### src/rtl/dq_rd_align.sv
// dq_rd_align: read-data alignment for a DDR PHY receive slice.
// Captures a 12-beat window that starts RL SCLK cycles after each BL8 read
// command and returns the 8 beats that begin at beat OFS of that window.
// Compile-time option: define DQ_RD_ALIGN_CAL_EN to add the read-latency /
// beat-offset calibration search (cal_en, cal_lock, cal_lat, cal_ofs, cal_fail).
module dq_rd_align #(
    parameter int              DW      = 8,
    parameter int              RL      = 6,
    parameter int              OFS     = 0,
    parameter logic [DW-1:0]   CAL_PAT = '1
) (
    input  logic               SCLK,
    input  logic               RSTN,
    input  logic               rd_issue,
    input  logic [4*DW-1:0]    din,
`ifdef DQ_RD_ALIGN_CAL_EN
    input  logic               cal_en,
    output logic               cal_lock,
    output logic [4:0]         cal_lat,
    output logic [1:0]         cal_ofs,
    output logic               cal_fail,
`endif
    output logic [8*DW-1:0]    rd_data,
    output logic               rd_valid,
    output logic               rd_err
);

    // Issue delay line: vld_dl[k] is set k+1 cycles after an accepted issue.
    // Together with the rd_valid register this gives RL+3 stages, so several
    // reads can be in flight without any counter.
    logic [RL+1:0]   vld_dl;
    logic            rst_done;
    logic            issue_ok;
    logic            issue_acc;

    // Two most recent din words; together with the live din they form the
    // 3-word capture window (oldest word holds beats 0..3).
    logic [4*DW-1:0] hist_p0;
    logic [4*DW-1:0] hist_p1;
    logic [12*DW-1:0] win;

    // An issue is usable only once a full clock has elapsed after reset
    // release; an issue in the cycle right after an accepted one collides.
    assign issue_ok  = rd_issue & rst_done;
    assign issue_acc = issue_ok & ~vld_dl[0];
    assign win       = {din, hist_p0, hist_p1};

    // Extract the eight burst beats starting at window beat OFS.
    function automatic logic [8*DW-1:0] sel_burst(input logic [12*DW-1:0] w);
        return (8*DW)'(w >> (OFS*DW));
    endfunction

    // Reset-release qualifier: low until the first edge after RSTN rises.
    always_ff @(posedge SCLK or negedge RSTN) begin
        if (!RSTN) begin
            rst_done <= 1'b0;
        end else begin
            rst_done <= 1'b1;
        end
    end

    // Advance the issue delay line and flag rejected back-to-back issues.
    always_ff @(posedge SCLK or negedge RSTN) begin
        if (!RSTN) begin
            vld_dl <= '0;
            rd_err <= 1'b0;
        end else begin
            vld_dl <= {vld_dl[RL:0], issue_acc};
            rd_err <= issue_ok & vld_dl[0];
        end
    end

    // Sample din every cycle into the window history.
    always_ff @(posedge SCLK or negedge RSTN) begin
        if (!RSTN) begin
            hist_p0 <= '0;
            hist_p1 <= '0;
        end else begin
            hist_p0 <= din;
            hist_p1 <= hist_p0;
        end
    end

    // Register the aligned burst when the third capture word is on din;
    // rd_data holds until the next delivery.
    always_ff @(posedge SCLK or negedge RSTN) begin
        if (!RSTN) begin
            rd_data  <= '0;
            rd_valid <= 1'b0;
        end else begin
            rd_valid <= vld_dl[RL+1];
            if (vld_dl[RL+1]) begin
                rd_data <= sel_burst(win);
            end
        end
    end

`ifdef DQ_RD_ALIGN_CAL_EN
    logic       cal_srch;
    logic [4:0] cal_cnt;
    logic [4:0] cnt_cur;
    logic       cal_start;
    logic       cal_active;
    logic       pat_hit;
    logic [1:0] pat_idx;

    // A search starts on an accepted issue while cal_en is high and no
    // result is pending; the issue cycle itself counts as latency 0.
    assign cal_start  = cal_en & issue_acc & ~cal_srch & ~cal_lock & ~cal_fail;
    assign cal_active = cal_srch | cal_start;
    assign cnt_cur    = cal_srch ? cal_cnt : 5'd0;

    // Find the lowest din beat equal to the calibration marker.
    always_comb begin
        pat_hit = 1'b0;
        pat_idx = 2'd0;
        for (int k = 3; k >= 0; k--) begin
            if (din[k*DW +: DW] == CAL_PAT) begin
                pat_hit = 1'b1;
                pat_idx = 2'(k);
            end
        end
    end

    // Calibration search: latch latency/offset on the first marker, give up
    // after counter value 31; dropping cal_en clears status but keeps results.
    always_ff @(posedge SCLK or negedge RSTN) begin
        if (!RSTN) begin
            cal_srch <= 1'b0;
            cal_cnt  <= 5'd0;
            cal_lock <= 1'b0;
            cal_fail <= 1'b0;
            cal_lat  <= 5'd0;
            cal_ofs  <= 2'd0;
        end else if (!cal_en) begin
            cal_srch <= 1'b0;
            cal_cnt  <= 5'd0;
            cal_lock <= 1'b0;
            cal_fail <= 1'b0;
        end else if (cal_active) begin
            if (pat_hit) begin
                cal_lat  <= cnt_cur;
                cal_ofs  <= pat_idx;
                cal_lock <= 1'b1;
                cal_fail <= 1'b0;
                cal_srch <= 1'b0;
            end else if (cnt_cur == 5'd31) begin
                cal_fail <= 1'b1;
                cal_lock <= 1'b0;
                cal_srch <= 1'b0;
            end else begin
                cal_srch <= 1'b1;
                cal_cnt  <= cnt_cur + 5'd1;
            end
        end
    end
`endif

endmodule

### config.mk
export PLATFORM = sky130hd
export DESIGN_NAME = dq_rd_align
export DESIGN_NICKNAME = d
export VERILOG_FILES = /design/src/rtl/dq_rd_align.sv
export SDC_FILE = /design/constraint.sdc
export NUM_CORES = 1
export LEC_CHECK = 0
export CORE_MARGIN = 2
export CORE_UTILIZATION = 40
export CTS_BUF_LIST = sky130_fd_sc_hd__clkbuf_4 sky130_fd_sc_hd__clkbuf_8
export DETAILED_ROUTE_END_ITERATION = 10
export PLACE_DENSITY = 0.76
export RECOVER_POWER = 25
export REMOVE_ABC_BUFFERS = 1
export SLEW_MARGIN = 10
export SYNTH_ARGS = -nofsm -noshare
export SYNTH_HDL_FRONTEND = slang
export SYNTH_SLANG_ARGS = --single-unit
### constraint.sdc
create_clock -name SCLK -period 2.5 [get_ports SCLK]
set_input_delay 0.25 -clock SCLK [delete_from_list [all_inputs] [get_ports SCLK]]
set_output_delay 0.25 -clock SCLK [all_outputs]
set_load 0.05 [all_outputs]
==> flow_metrics.py <==
metrics = {
    "floorplan": {
        "start_util_pct": 40.6,
        "dieArea_um2": 12300,
        "core_area_um2": 11300,
        "rows": 39,
        "die_h_um": 111,
        "ioPinCount": 101,
        "die_width_um": 111,
    },
    "placed_design": {
        "dp_hpwl_mm": 4.57,
        "placed_cell_area_um2": 5680,
        "globalplace.congestion": 0.683,
        "place_inst": 453,
        "portBuffers": 100,
    },
    "cells_and_area": {
        "nNetsFinal": 365,
        "area_delta_synth_final_pct": 34.7,
        "design_area_um2": 6160,
        "fin_cells": 486,
        "fin_util_pct": 54.6,
        "drive_gt1_share_pct": 29.7,
        "n_antenna_cell": 0,
    },
    "yosys": {
        "yosysMostFrequentCell": "dfrtp_1",
        "synth_warnings": 0,
        "synth_area_leaders": "dfrtp_1 76%, mux2_4 20%, buf_12 2.6%",
        "async_reset_ff_share_pct": 100,
        "synth_cell_type_count": 8,
        "synth_ff_type": "dfrtp_1",
        "syn_area_um2": 4570,
        "synth-seq-cells": 139,
        "synth.top_cell.area_share_pct": 76.0,
        "seq_area_frac_synth_pct": 76.0,
        "ys_top_cells_by_count": "139 x dfrtp_1, 60 x mux2_4, 6 x buf_12, 4 x mux2_2",
        "avgSynthCellArea_um2": 21.5,
        "syn-instance-count": 213,
        "synth_edf_count": 0,
        "synth_top_area_cell": "dfrtp_1",
    },
    "timing": {
        "fin_worst_skew_ns": 0.00671,
        "fin_crit_ns": 1.88,
        "finalHoldViolCount": 0,
        "min_period_over_period_pct": 75.4,
        "timing.fmax_mhz": 531,
        "setup_viol": 0,
        "tightestPinTransition_ns": 1.28,
        "relSlewSlack_pct": 14.7,
        "rsz0062_at_grt": "no",
        "slew_viol_final": 0,
    },
    "worst_setup_path": {
        "worst_ep_required_time_ns": 2.25,
        "critPathTopFamily": "buffers and inverters",
        "path_cells": "clkdlybuf4s50_1",
        "slowest_delay_ns": 0.83,
        "crit_buf_inv": 1,
        "critPathLaunchType": "flip-flop",
        "end_kind": "output port",
        "crit_slowest_cell": "clkdlybuf4s50_1",
        "crit_fanout": 2,
        "crit_arrival_ns": 1.63,
        "path_class": "flip-flop to output port",
    },
    "clocking": {
        "postCtsSetupBuffers": 0,
        "cts.hold.buffers_added": 1,
        "clockBufferDepth": 2,
        "cts_tree": "yes",
        "clk_pin_slew_worst_paths_ns": 0.07,
        "cts_resized": 0,
        "htreeDepth": 4,
        "ctsRootBufferMaster": "clkbuf_8",
        "clk_latency_ns": 0.43,
        "cts_num_sinks": 139,
        "cts_buffers": 17,
    },
    "detailed_routing": {
        "first_pass_iters": 3,
        "drt_iter0_markers": 78,
        "detail_route.wl_per_cell_um": 14.7,
        "vias_per_cell": 4.37,
        "ant_nets": 0,
        "vias": 2123,
        "wirelength_mm": 7.14,
        "remaining_drc_errors": 0,
    },
    "pwr": {
        "ir_drop_v": 0.000466,
        "power_leakage_nw": 2.78,
        "powerDensity_nw_per_um2": 1010,
    },
    "grt": {
        "first_global_vias": 2340,
        "grt_overflow_total": 0,
        "antenna_found_initial": 1,
        "grt_max_degree": 61,
        "grt_pass1_wl_mm": 12.0,
        "track_usage_pct": 12.8,
    },
    "worst_hold_path": {
        "min_path_type": "flip-flop to flip-flop",
    },
    "job": {
        "drv_cap": 0,
    },
    "status": {
        "outcome": "complete, no violations",
    },
}
kinds of logic after synthesis:
logic type	count (synthesis)	share of synthesized area [%]
buffers and inverters	7	2.87
flip-flops	139	76.0
multiplexers	64	20.7
other	1	0.0820
AND/OR/NAND/NOR	2	0.328
per-layer routing:
metal,up-vias,GRT usage [%],part of all wire (%)
met3,18,6.07,7.1
met1,1079,16.4,42
met2,70,18.2,49
met5,-,0,0.22
li1,954,-,-
met4,2,6.50,1.9
cell type report:
class	instances	area, µm²
multi-input combinational	67	965
clock buffer	21	283
tap	143	179
clock inverter	11	190
fill	914	5110
timing repair buffer	105	1060
sequential	139	3480
state kept, by name, summed over array words and instances (netlist names):
register and cells:
rd_valid 1, hist_p1 32, rd_data 64, hist_p0 32, vld_dl 8, rst_done 1
rd_err 1
power by group:
part,internal (mW),leakage (nW),switching [mW]
combinational,0.597,0.900,0.864
sequential,2.50,1.64,0.152
clock,1.28,0.239,0.805
layout by cell type, fill, tap and decap left out, drive strengths merged:
master,n
clkinvlp,1
dlygate4sd3,33
conb,1
clkdlybuf4s50,67
clkinv,5
dfrtp,139
and3b,1
clkbuf,22
bufinv,5
and3,1
mux2,64
buf,4
final timing paths:
kind	slack (ns)	depth (start not counted)	to	from
setup / recovery	0.62	1	rd_data[51]	rd_data[51]
hold / removal	0.35	0	vld_dl[3]	vld_dl[2]
setup reg to reg	0.92	2	rd_data[0]	vld_dl[7]
hold reg to reg	0.35	0	vld_dl[3]	vld_dl[2]
max in group asynchronous	0.83	3	hist_p0[17]	RSTN
min in group asynchronous	0.65	2	hist_p0[14]	RSTN
through the flow:
stage                     power [mW]  worst slack, ns  hold WS (ns)  setup TNS, ns
final                           6.19            0.615         0.347              0
after CTS                       6.30            0.566         0.210              0
after global placement          4.15            0.927         0.226              0
after detailed placement        4.17            0.917         0.226              0
after global routing            6.45            0.536         0.333              0
after floorplan                 3.63           -0.398       -0.0456         -19.30
Note: power is estimated with default switching activity, not from simulation.
